==> src/rtl/nibble_add_pkg.sv <==
// Shared types and constants for the nibble-serial adder sequencer.
package nibble_add_pkg;

  localparam int NIBBLE_W = 4;

  typedef enum logic [1:0] {
    IDLE,
    RUN,
    DONE
  } state_e;

endpackage

==> src/rtl/four_bit_adder.sv <==
// Plain 4-bit ripple adder with carry in/out; the single datapath shared by the sequencer.
module four_bit_adder (
  input  logic [3:0] a,
  input  logic [3:0] b,
  input  logic       cin,
  output logic [3:0] sum,
  output logic       cout
);

  logic [4:0] total;

  assign total = {1'b0, a} + {1'b0, b} + {4'b0000, cin};
  assign sum   = total[3:0];
  assign cout  = total[4];

endmodule

==> src/rtl/nibble_serial_adder_ctrl.sv <==
// Adds or subtracts two WIDTH-bit operands one nibble per cycle through a single four_bit_adder,
// LS nibble first, with valid/ready handshakes on request and result. WIDTH: multiple of 4, >= 8.
module nibble_serial_adder_ctrl
  import nibble_add_pkg::*;
#(
  parameter int WIDTH = 16
) (
  input  logic             clk,
  input  logic             rst,
  input  logic             in_valid,
  output logic             in_ready,
  input  logic [WIDTH-1:0] op_a,
  input  logic [WIDTH-1:0] op_b,
  input  logic             cin,
  input  logic             sub,
  output logic             out_valid,
  input  logic             out_ready,
  output logic [WIDTH-1:0] result,
  output logic             cout,
  output logic             ovf
);

  localparam int NIB = WIDTH / NIBBLE_W;
  localparam int CW  = $clog2(NIB);
  localparam logic [CW-1:0] LAST_NIB = CW'(NIB - 1);

  state_e           state_q, state_d;
  logic [WIDTH-1:0] a_sh_q, a_sh_d;
  logic [WIDTH-1:0] b_sh_q, b_sh_d;
  logic [WIDTH-1:0] res_sh_q, res_sh_d;
  logic [CW-1:0]    cnt_q, cnt_d;
  logic             carry_q, carry_d;
  logic             a_msb_q, a_msb_d;
  logic             b_msb_q, b_msb_d;
  logic             in_ready_q, in_ready_d;
  logic             out_valid_q, out_valid_d;
  logic             ovf_q, ovf_d;

  logic [NIBBLE_W-1:0] add_sum;
  logic                add_cout;

  four_bit_adder u_adder (
    .a    (a_sh_q[NIBBLE_W-1:0]),
    .b    (b_sh_q[NIBBLE_W-1:0]),
    .cin  (carry_q),
    .sum  (add_sum),
    .cout (add_cout)
  );

  always_comb begin
    state_d     = state_q;
    a_sh_d      = a_sh_q;
    b_sh_d      = b_sh_q;
    res_sh_d    = res_sh_q;
    cnt_d       = cnt_q;
    carry_d     = carry_q;
    a_msb_d     = a_msb_q;
    b_msb_d     = b_msb_q;
    in_ready_d  = in_ready_q;
    out_valid_d = out_valid_q;
    ovf_d       = ovf_q;
    case (state_q)
      IDLE: begin
        if (in_valid && in_ready_q) begin
          // Subtraction is A + ~B + 1, so the inverted B is what feeds the overflow check.
          a_sh_d     = op_a;
          b_sh_d     = sub ? ~op_b : op_b;
          carry_d    = sub ? 1'b1 : cin;
          a_msb_d    = op_a[WIDTH-1];
          b_msb_d    = sub ? ~op_b[WIDTH-1] : op_b[WIDTH-1];
          cnt_d      = '0;
          in_ready_d = 1'b0;
          state_d    = RUN;
        end
      end
      RUN: begin
        a_sh_d   = a_sh_q >> NIBBLE_W;
        b_sh_d   = b_sh_q >> NIBBLE_W;
        res_sh_d = {add_sum, res_sh_q[WIDTH-1:NIBBLE_W]};
        carry_d  = add_cout;
        cnt_d    = CW'(cnt_q + 1'b1);
        if (cnt_q == LAST_NIB) begin
          // The nibble just summed holds the result MSB.
          ovf_d       = (a_msb_q == b_msb_q) && (add_sum[NIBBLE_W-1] != a_msb_q);
          out_valid_d = 1'b1;
          state_d     = DONE;
        end
      end
      DONE: begin
        if (out_ready) begin
          out_valid_d = 1'b0;
          in_ready_d  = 1'b1;
          state_d     = IDLE;
        end
      end
      default: begin
        state_d     = IDLE;
        in_ready_d  = 1'b1;
        out_valid_d = 1'b0;
      end
    endcase
  end

  always_ff @(posedge clk or posedge rst) begin
    if (rst) begin
      state_q     <= IDLE;
      a_sh_q      <= '0;
      b_sh_q      <= '0;
      res_sh_q    <= '0;
      cnt_q       <= '0;
      carry_q     <= 1'b0;
      a_msb_q     <= 1'b0;
      b_msb_q     <= 1'b0;
      in_ready_q  <= 1'b1;
      out_valid_q <= 1'b0;
      ovf_q       <= 1'b0;
    end else begin
      state_q     <= state_d;
      a_sh_q      <= a_sh_d;
      b_sh_q      <= b_sh_d;
      res_sh_q    <= res_sh_d;
      cnt_q       <= cnt_d;
      carry_q     <= carry_d;
      a_msb_q     <= a_msb_d;
      b_msb_q     <= b_msb_d;
      in_ready_q  <= in_ready_d;
      out_valid_q <= out_valid_d;
      ovf_q       <= ovf_d;
    end
  end

  assign in_ready  = in_ready_q;
  assign out_valid = out_valid_q;
  assign result    = res_sh_q;
  assign cout      = carry_q;
  assign ovf       = ovf_q;

endmodule

==> config.mk <==
export PLATFORM = sky130hd
export DESIGN_NAME = nibble_serial_adder_ctrl
export DESIGN_NICKNAME = d
export VERILOG_FILES = /design/src/rtl/nibble_add_pkg.sv /design/src/rtl/four_bit_adder.sv /design/src/rtl/nibble_serial_adder_ctrl.sv
export SDC_FILE = /design/constraint.sdc
export NUM_CORES = 1
export LEC_CHECK = 0
export CAP_MARGIN = 25
export CORE_MARGIN = 3
export CORE_UTILIZATION = 55
export CTS_BUF_LIST = sky130_fd_sc_hd__clkbuf_4
export CTS_CLUSTER_SIZE = 25
export DETAILED_ROUTE_END_ITERATION = 8
export GPL_ROUTABILITY_DRIVEN = 0
export HOLD_SLACK_MARGIN = 0.06
export PLACE_DENSITY_LB_ADDON = 0.25
export SLEW_MARGIN = 30
export SYNTH_ARGS = -nofsm -noshare
export SYNTH_HDL_FRONTEND = slang
export SYNTH_SLANG_ARGS = --single-unit
export TNS_END_PERCENT = 20
==> constraint.sdc <==
create_clock -name clk -period 5.5 [get_ports clk]
set_input_delay 0.55 -clock clk [delete_from_list [all_inputs] [get_ports clk]]
set_output_delay 0.55 -clock clk [all_outputs]
set_load 0.02 [all_outputs]
# [Word-level counts from Yosys, hierarchy flattened]
# Cells that the tools add are included.
[classes] n_eq_ne=8 addsub=3 n_bitwise=4 n_reduce_logical=10 mux=21
[ops] op="16-bit case mux with 2 select lines" count=2
[ops] op="16-bit two-way mux" count=3
[ops] op="16-bit NOT" count=1
[ops] op="3-bit AND reduction" count=3
[ops] op="2-bit two-way mux" count=4
[ops] op="1-bit two-way mux" count=7
[ops] op="2-bit inequality test (second input constant)" count=3
[ops] op="1-bit case mux with 3 select lines" count=2
[ops] op="2-bit case mux with 3 select lines" count=1
[ops] op="2-bit AND reduction" count=3
[ops] op="4-bit by 4-bit adder with 5-bit output" count=1
[ops] op="5-bit by 1-bit adder with 5-bit output" count=1
[ops] op="2-bit == test (second input constant)" count=2
[ops] op="2-bit case mux with 2 select lines" count=1
[ops] op="1-bit NOT" count=3
[ops] op="2-bit by 1-bit adder with 2-bit output (second input constant)" count=1
[ops] op="2-bit by 1-bit == test with 1-bit output (second input constant)" count=1
[ops] op="1-bit logical AND" count=2
[ops] op="2-bit zero test" count=1
[ops] op="1-bit case mux with 2 select lines" count=1
[ops] op="2-bit nonzero test" count=1
[ops] op="1-bit == test" count=1
[ops] op="1-bit inequality test" count=1
[totals] inputBits=38 wordCells=57 regBits=58

# [Depth between registers and ports, before layout]
# Gate-level depths: netlist of run 1.
[logic_depth] ltp_word=4 ltp_mapped=6 ltp_nobuf=6

# [Hierarchy]
# Synthesis of run 1 repeated with hierarchy kept, for this count alone.
[hier_totals] hier_cells=281 area_unflattened_um2=2680.1
[modules_own_cells] module="nibble_serial_adder_ctrl" seq_area_each_um2=1452.6 instances=1 cells_per_inst=265 area_per_inst_um2=2536.2
[modules_own_cells] module="four_bit_adder" seq_area_each_um2=0.0 instances=1 cells_per_inst=16 area_per_inst_um2=143.9

# [Worst setup path after synthesis of run 1]
# Ideal clock, no wire load.
[synth_path] path_kind="reg-to-reg" start="reg carry_q (netlist: cout)" end="reg ovf_q (netlist: ovf)" n_path_buf=0 synth_period_minus_slack_ns=1.949 path_stages_with_launch=7 path_slack_ns=3.551 setup_ns=0.082 arrival_ns=1.867 t_required_ns=5.418 cell_sequence="dfrtp_1 > inv_1 > fa_1 > nand3b_1 > and3b_1 > or4_1 > a31oi_1"
[synth_between] elab_chain_cells=3
[synth_rtl] item="start, declared" line="nibble_serial_adder_ctrl.sv:32" text="logic carry_q, carry_d;"
[synth_rtl] item="start signal, assigned" line="nibble_serial_adder_ctrl.sv:123" text="carry_q <= carry_d;"
[synth_rtl] item="5-bit by 1-bit adder with 5-bit output" line="four_bit_adder.sv:12" text="assign total = {1'b0, a} + {1'b0, b} + {4'b0000, cin};"
[synth_rtl] item="1-bit inequality test" line="nibble_serial_adder_ctrl.sv:84" text="ovf_d = (a_msb_q == b_msb_q) && (add_sum[NIBBLE_W-1] != a_msb_q);"
[synth_rtl] item="1-bit logical AND" line="nibble_serial_adder_ctrl.sv:84"
[synth_rtl] item="end signal, assigned" line="nibble_serial_adder_ctrl.sv:128" text="ovf_q <= ovf_d;"
[synth_rtl] item="end, declared" line="nibble_serial_adder_ctrl.sv:37" text="logic ovf_q, ovf_d;"
# Every way passes these cells.
# A chain may end at the register's enable or synchronous reset.

# [Worst setup path in the final report of run 1]
[layout_path] start="in in_valid" end="reg b_sh_q[10]"
[layout_between] elab_chain_cells=3
[layout_rtl] item="start, declared" line="nibble_serial_adder_ctrl.sv:10" text="input logic in_valid,"
[layout_rtl] item="1-bit logical AND" line="nibble_serial_adder_ctrl.sv:64" text="if (in_valid && in_ready_q) begin"
[layout_rtl] item="2-bit inequality test (no line)"
[layout_rtl] item="2-bit AND reduction (no line)"
[layout_rtl] item="end signal, assigned" line="nibble_serial_adder_ctrl.sv:120" text="b_sh_q <= b_sh_d;"
[layout_rtl] item="end, declared" line="nibble_serial_adder_ctrl.sv:29" text="logic [WIDTH-1:0] b_sh_q, b_sh_d;"
# Every way passes these cells.

==> flow_metrics.tcl, run 1 <==
set metrics [dict create \
    path_clk_slew_ps 90 \
    antenna_found_initial 0 \
    via_count 2085 \
    max_slew_margin_pct 35.72 \
    design_area_sq_um 3333 \
    cp-start-kind "input pin" \
    rsz0062_at_grt "no" \
    cp_max_fo 25 \
    timing.fmax_mhz 466.7 \
    die_w_microns 75.66 \
    drc 0 \
    ys_warn_count 0 \
    hold_path_startpoint "result[0]$_DFFE_PP0P_" \
    maxSlewViolCount 0 \
    vias_per_cell 5.360 \
    endpoint_kind "register" \
    regArea_sq_um 1453 \
    setup_violations 0 \
    finalNonFillerCells 389 \
    synth_top_area_cell "dfrtp_1" \
    hp-class "reg2reg" \
    synth.avg_cell_area_sq_um 9.498 \
    cts_sinks 58 \
    io_pins 58 \
    post-place-cells 373 \
    nets 376 \
    synthArstFlopShare_pct 100.0 \
    grt_pass1_vias 2039 \
    critPathLaunch "in_valid" \
    row_count 24 \
    worst_slew_pin_slew_ps 961.1 \
    min_path_cells 2 \
    core_sq_um 4504 \
    initialDrtViolationCount 182 \
    cap_violations 0 \
    fin_skew_ps 11.53 \
    drtPass1Iterations 4 \
    cts_buffers 9 \
    clk-insertion-delay-late_ps 380 \
    hold_end "result[0]$_DFFE_PP0P_" \
    period_share_pct 38.96 \
    status "complete, no violations" \
    fill_cells 352 \
    power_mw 1.621 \
    drive_gt1_share_pct 5.935 \
    synth-seq-cells 58 \
    ys.flop_type "dfrtp_1" \
    cp.arrival_ps 2410 \
    power.leakage_nw 1.549 \
    period_needed_ps 2143 \
    routedWlPerCell_microns 13.41 \
    multi_input_area_sq_um 1104 \
    grt_pass1_wl_microns 8811 \
    root_buffer "clkbuf_4" \
    yosysTopAreaCellShare_pct 53.45 \
    synth_area_sq_um 2669 \
    antenna_left 0 \
    postCtsSetupBuffers 0 \
    synth_cells 281 \
    cts_tree "done" \
    reg2reg_to "b_sh_q[10]$_DFFE_PP0P_" \
    tns_ps 0 \
    r2r_cells 3 \
    postCtsHoldBufs 0 \
    h-tree-depth 3 \
    n_antenna_cell 0 \
    overflow 0 \
    dieArea_sq_um 5724 \
    syn-num-nets 325 \
    die_y_microns 75.66 \
    dp.final_hpwl_microns 3591 \
    synth_edf_count 0 \
    initial_core_util_pct 59.25 \
    synth_area_leaders "dfrtp_1 (53%), nand2_1 (11%), xnor2_1 (4.9%), a221o_1 (4.5%), nor2_1 (3.9%)" \
    cts_resized 0 \
    place_area_sq_um 3229 \
    peakVddDrop_mv 0.2869 \
    syn2layout_area_growth_pct 24.89 \
    powerDensity_nw_per_um2 486.3 \
    io_buffers 57 \
    seq_area_frac_synth_pct 54.43 \
    clockBufferDepth 2 \
    grt_max_degree 59 \
    worst-setup-path-type "in2reg" \
    grt_util_all_layers_pct 20.72 \
    crit_required_ps 5760 \
    r2r_slack_ps 3480 \
    routed_wirelength_microns 5216 \
    reg2reg_from "in_ready$_DFFE_PP1P_" \
    hold_viol_final 0 \
    synth.distinct_cells 33 \
]
## worst max-delay path, cell delays in order
cell	delay [ps]
clkdlybuf4s50_1	530
and4bb_1	800
nor2_4	170
a221o_1	350
## how the worst max path moves through the flow
stage | slack, ps | cells after the start | endpoint
after global routing | 3230 | 4 | b_sh_q[4]$_DFFE_PP0P_
final | 3360 | 4 | b_sh_q[10]$_DFFE_PP0P_
after detailed placement | 2910 | 4 | b_sh_q[4]$_DFFE_PP0P_
after CTS | 3340 | 4 | b_sh_q[4]$_DFFE_PP0P_
after floorplan | 3520 | 1 | a_msb_q$_DFFE_PP0P_
after global placement | 3000 | 4 | b_sh_q[6]$_DFFE_PP0P_
## cell type report
| type | count | share of cell area (%) |
|---|---|---|
| clock inverter | 5 | 0.6381 |
| sequential | 58 | 43.58 |
| tap | 52 | 1.952 |
| timing repair buffer | 58 | 17.34 |
| multi-input combinational | 197 | 33.11 |
| inverter | 8 | 0.9009 |
| clock buffer | 11 | 2.477 |
## cells by family (layout without fill, tap and decap cells)
group / after synthesis / after routing / share of synthesized area, %
buffers and inverters: 26 / 82 / 4.547
and+or+nand+nor: 121 / 121 / 18.71
DFF: 58 / 58 / 54.43
adders and majority gates: 6 / 6 / 3.376
xor gates and xnor gates: 17 / 17 / 5.579
AOI/OAI and AO/OA: 53 / 53 / 13.36
## synthesized netlist by cell type (2+ instances only)
cell / n
o21ai_1: 15
a21oi_1: 6
a21o_1: 2
inv_1: 8
nor2_1: 28
ha_1: 4
o21ai_0: 2
o211ai_1: 2
a221o_1: 12
xor2_1: 2
buf_4: 2
nand3_1: 4
dfrtp_1: 57
buf_2: 7
a31oi_1: 11
xnor2_1: 15
clkbuf_1: 8
fa_1: 2
nand2_1: 80
## routing by layer
layer | vias up | GRT usage (%) | part of all wire (%)
met5 | - | 0 | 0
met2 | 72 | 33.27 | 46
met3 | 14 | 6.069 | 5.9
met1 | 956 | 26.09 | 45
met4 | 0 | 9.320 | 2.8
li1 | 1043 | - | -
## flip-flops by register name, summed over array words and instances, names as in the netlist
name,count
ovf,1
a_sh_q,16
out_valid,1
b_sh_q,16
result,16
b_msb_q,1
a_msb_q,1
cout,1
in_ready,1
state_q,2
cnt_q,2
## through the flow
stage	worst slack (ps)	hold slack, ps	util [%]
2_1_floorplan	3524	445.5	-
3_3_place_gp	3004	456.6	71.56
3_5_place_dp	2915	461.8	71.69
4_1_cts	3336	485.0	74.00
5_1_grt	3234	505.4	74.00
6_report	3357	480.1	74.00
## where the power goes
part / leakage, nW / total, mW / internal (mW) / switching, mW
Sequential: 0.741 / 0.716 / 0.603 / 0.112
Clock: 0.0631 / 0.241 / 0.0974 / 0.144
Combinational: 0.745 / 0.664 / 0.312 / 0.353
## layout by cell type, fill, tap and decap left out, types with 2 or more instances in the layout
cell	n
dfrtp_1	57
nand3_1	3
clkbuf_4	11
clkdlybuf4s50_1	57
o21ai_0	2
nand2_1	80
a221o_1	12
inv_1	7
o211ai_1	2
clkinv_2	2
a31oi_1	11
a21o_1	2
o21ai_1	15
fa_1	2
ha_1	4
xnor2_1	15
xor2_1	2
a21oi_1	6
clkinv_1	3
nor2_1	28
No activity file was read; power rests on OpenSTA's default activity.
==> inputs of run 2 (changes only) <==
--- a/config.mk
+++ b/config.mk
@@ -7,7 +7,7 @@
 export LEC_CHECK = 0
 export CAP_MARGIN = 25
 export CORE_MARGIN = 3
-export CORE_UTILIZATION = 55
+export CORE_UTILIZATION = 47
 export CTS_BUF_LIST = sky130_fd_sc_hd__clkbuf_4
 export CTS_CLUSTER_SIZE = 25
 export DETAILED_ROUTE_END_ITERATION = 8
==> constraint.sdc (replaced) <==
create_clock -name clk -period 1.8 [get_ports clk]
set_input_delay 0.18 -clock clk [delete_from_list [all_inputs] [get_ports clk]]
set_output_delay 0.18 -clock clk [all_outputs]
set_load 0.02 [all_outputs]
==> run 2 against run 1 <==
  * The flow now finishes with violations (setup timing)
  * Highest routed layer unchanged
  * Largest cell class unchanged
  * Cell area rose by 4.6%
  * Critical path type is now reg2reg
  * Wire length grew 3.3%
  * Worst hold slack got worse by 320 ps
  * Sequential share of layout area decreased by 1.9 points
  * Clock power grew to 3.6 times the previous value
  * Clock-buffer cell count is 2 lower
  * Critical endpoint is now ovf$_DFFE_PP0P_
  * Clock skew decreased by 4.7 ps
  * Combinational power grew to 3.2 times the previous value
  * Global-route usage shrank 2.7 points
  * Critical path depth rose by 2
==> flow_metrics.tcl, run 2 (synthesized netlist as in run 1, its figures left out) <==
set metrics [dict create \
    antenna_found_initial 0 \
    hp-class "in2async" \
    pre_cts_ws_ps 23.96 \
    timing.fmax_mhz 554.9 \
    grt_max_degree 59 \
    nets 382 \
    initial_core_util_pct 50.33 \
    clk-insertion-delay-late_ps 390 \
    syn2layout_area_growth_pct 30.66 \
    dieArea_sq_um 6619 \
    fin_skew_ps 6.780 \
    rsz0062_at_grt "yes" \
    drtPass1Iterations 4 \
    period_share_pct 100.1 \
    worst-setup-path-type "reg2reg" \
    endpoint_kind "register" \
    cts_tree "done" \
    worst_slew_pin_slew_ps 387.5 \
    cp.arrival_ps 2120 \
    postCtsHoldBufs 0 \
    maxSlewViolCount 0 \
    cts_sinks 58 \
    grt_pass1_vias 1945 \
    cts_buffers 9 \
    critPathMaxStageDelay_ps 390 \
    final_cell_mix "nand2_1 (80), dfrtp_1 (56), clkdlybuf4s50_1 (56)" \
    grt_util_all_layers_pct 17.98 \
    io_buffers 57 \
    period_needed_ps 1802 \
    row_count 26 \
    cap_violations 0 \
    cp-start-kind "register" \
    finalNonFillerCells 413 \
    post-place-cells 397 \
    h-tree-depth 3 \
    tns_ps -2.064 \
    drc 0 \
    n_antenna_cell 0 \
    powerDensity_nw_per_um2 1482 \
    r2r_cells 6 \
    slowest_stage "dfrtp_2" \
    clockBufferDepth 2 \
    hold_viol_final 0 \
    die_w_microns 81.36 \
    crit_chain "inv_2 -> fa_2 -> nand3b_1 -> and3b_1 -> or4_1 -> a31oi_1" \
    grt_pass1_wl_microns 8859 \
    dp.final_hpwl_microns 3683 \
    core_sq_um 5303 \
    io_pins 58 \
    peakVddDrop_mv 0.6678 \
    die_y_microns 81.36 \
    power.leakage_nw 1.627 \
    vias_per_cell 5.053 \
    crit_required_ps 2120 \
    violations "setup timing" \
    max_slew_margin_pct 74.16 \
    final_common_cell "nand2_1" \
    root_buffer "clkbuf_4" \
    finalWorstSetupSlack_ps -2.064 \
    routedWlPerCell_microns 13.05 \
    antenna_left 0 \
    status "finished with violations" \
    setup_violations 1 \
    routed_wirelength_microns 5389 \
    cp_max_fo 3 \
    drive_gt1_share_pct 8.163 \
    power_mw 5.168 \
    via_count 2087 \
    path_clk_slew_ps 100 \
    initialDrtViolationCount 103 \
    overflow 0 \
    utilization_pct 65.76 \
]
==> run 2: cell types whose count changed in the layout (fill, tap and decap cells not counted), sizes merged <==
cell | before | now
dlymetal6s2s | 0 | 1
clkinvlp | 0 | 1
bufinv | 0 | 1
clkdlybuf4s50 | 57 | 56
clkbuf | 11 | 9
buf | 1 | 7
==> run 2: metrics by stage <==
stage | area, sq um | hold WS, ps
3_5_place_dp | 3357 | 462.4
5_1_grt | 3487 | 163.6
3_3_place_gp | 3357 | 458.2
6_report | 3487 | 162.3
4_1_cts | 3485 | 157.0
2_1_floorplan | 2673 | 251.4
==> run 2: power by group <==
group	leakage, nW	total (mW)	internal [mW]	switching, mW
Combinational	0.816	2.11	1.02	1.09
Sequential	0.740	2.18	1.84	0.340
Clock	0.0706	0.879	0.407	0.472
Total	1.63	5.17	3.27	1.90
==> run 2: worst paths after layout <==
path                                       start                     end  slack [ps]
hold reg to reg            result[2]$_DFFE_PP0P_   result[2]$_DFFE_PP0P_         480
setup / recovery                cout$_DFFE_PP0P_         ovf$_DFFE_PP0P_          -2
min in group clk                        op_a[14]  a_sh_q[14]$_DFFE_PP0P_         330
hold / removal                               rst    cnt_q[0]$_DFFE_PP0P_         160
max in group asynchronous                    rst    in_ready$_DFFE_PP1P_        1360
setup reg to reg                cout$_DFFE_PP0P_         ovf$_DFFE_PP0P_          -2
==> run 2: layer usage <==
| layer | vias to the layer above | GRT usage (%) | share of wire, % |
|---|---|---|---|
| li1 | 1060 | - | - |
| met2 | 56 | 28.01 | 47 |
| met5 | - | 0 | 0 |
| met3 | 9 | 3.769 | 5.2 |
| met1 | 962 | 23.44 | 45 |
| met4 | 0 | 9.628 | 2.2 |
==> run 2: area by class of cell <==
cell class | count | area [sq um]
clock buffers | 9 | 67.56
repair buffers | 64 | 688.2
fillers | 456 | 1815
clock inverters | 7 | 60.06
multi-input cells | 197 | 1100
well taps | 70 | 87.58
inverters | 8 | 30.03
flip-flops and latches | 58 | 1454
==> run 2: worst max-delay path, delay by kind of cell, from the launching register on <==
family | cells | cell delay, ps
and+or+nand+nor | 3 | 770
AOI/OAI and AO/OA | 1 | 140
adders and majority gates | 1 | 380
buffers and inverters | 1 | 40
DFF | 1 | 390
==> run 2: repair_timing <==
| action | CTS | global route |
|---|---|---|
| setup buffers | 0 | 0 |
| gates resized for setup | 0 | 1 |
| endpoints found under the setup margin | 0 | 2 |
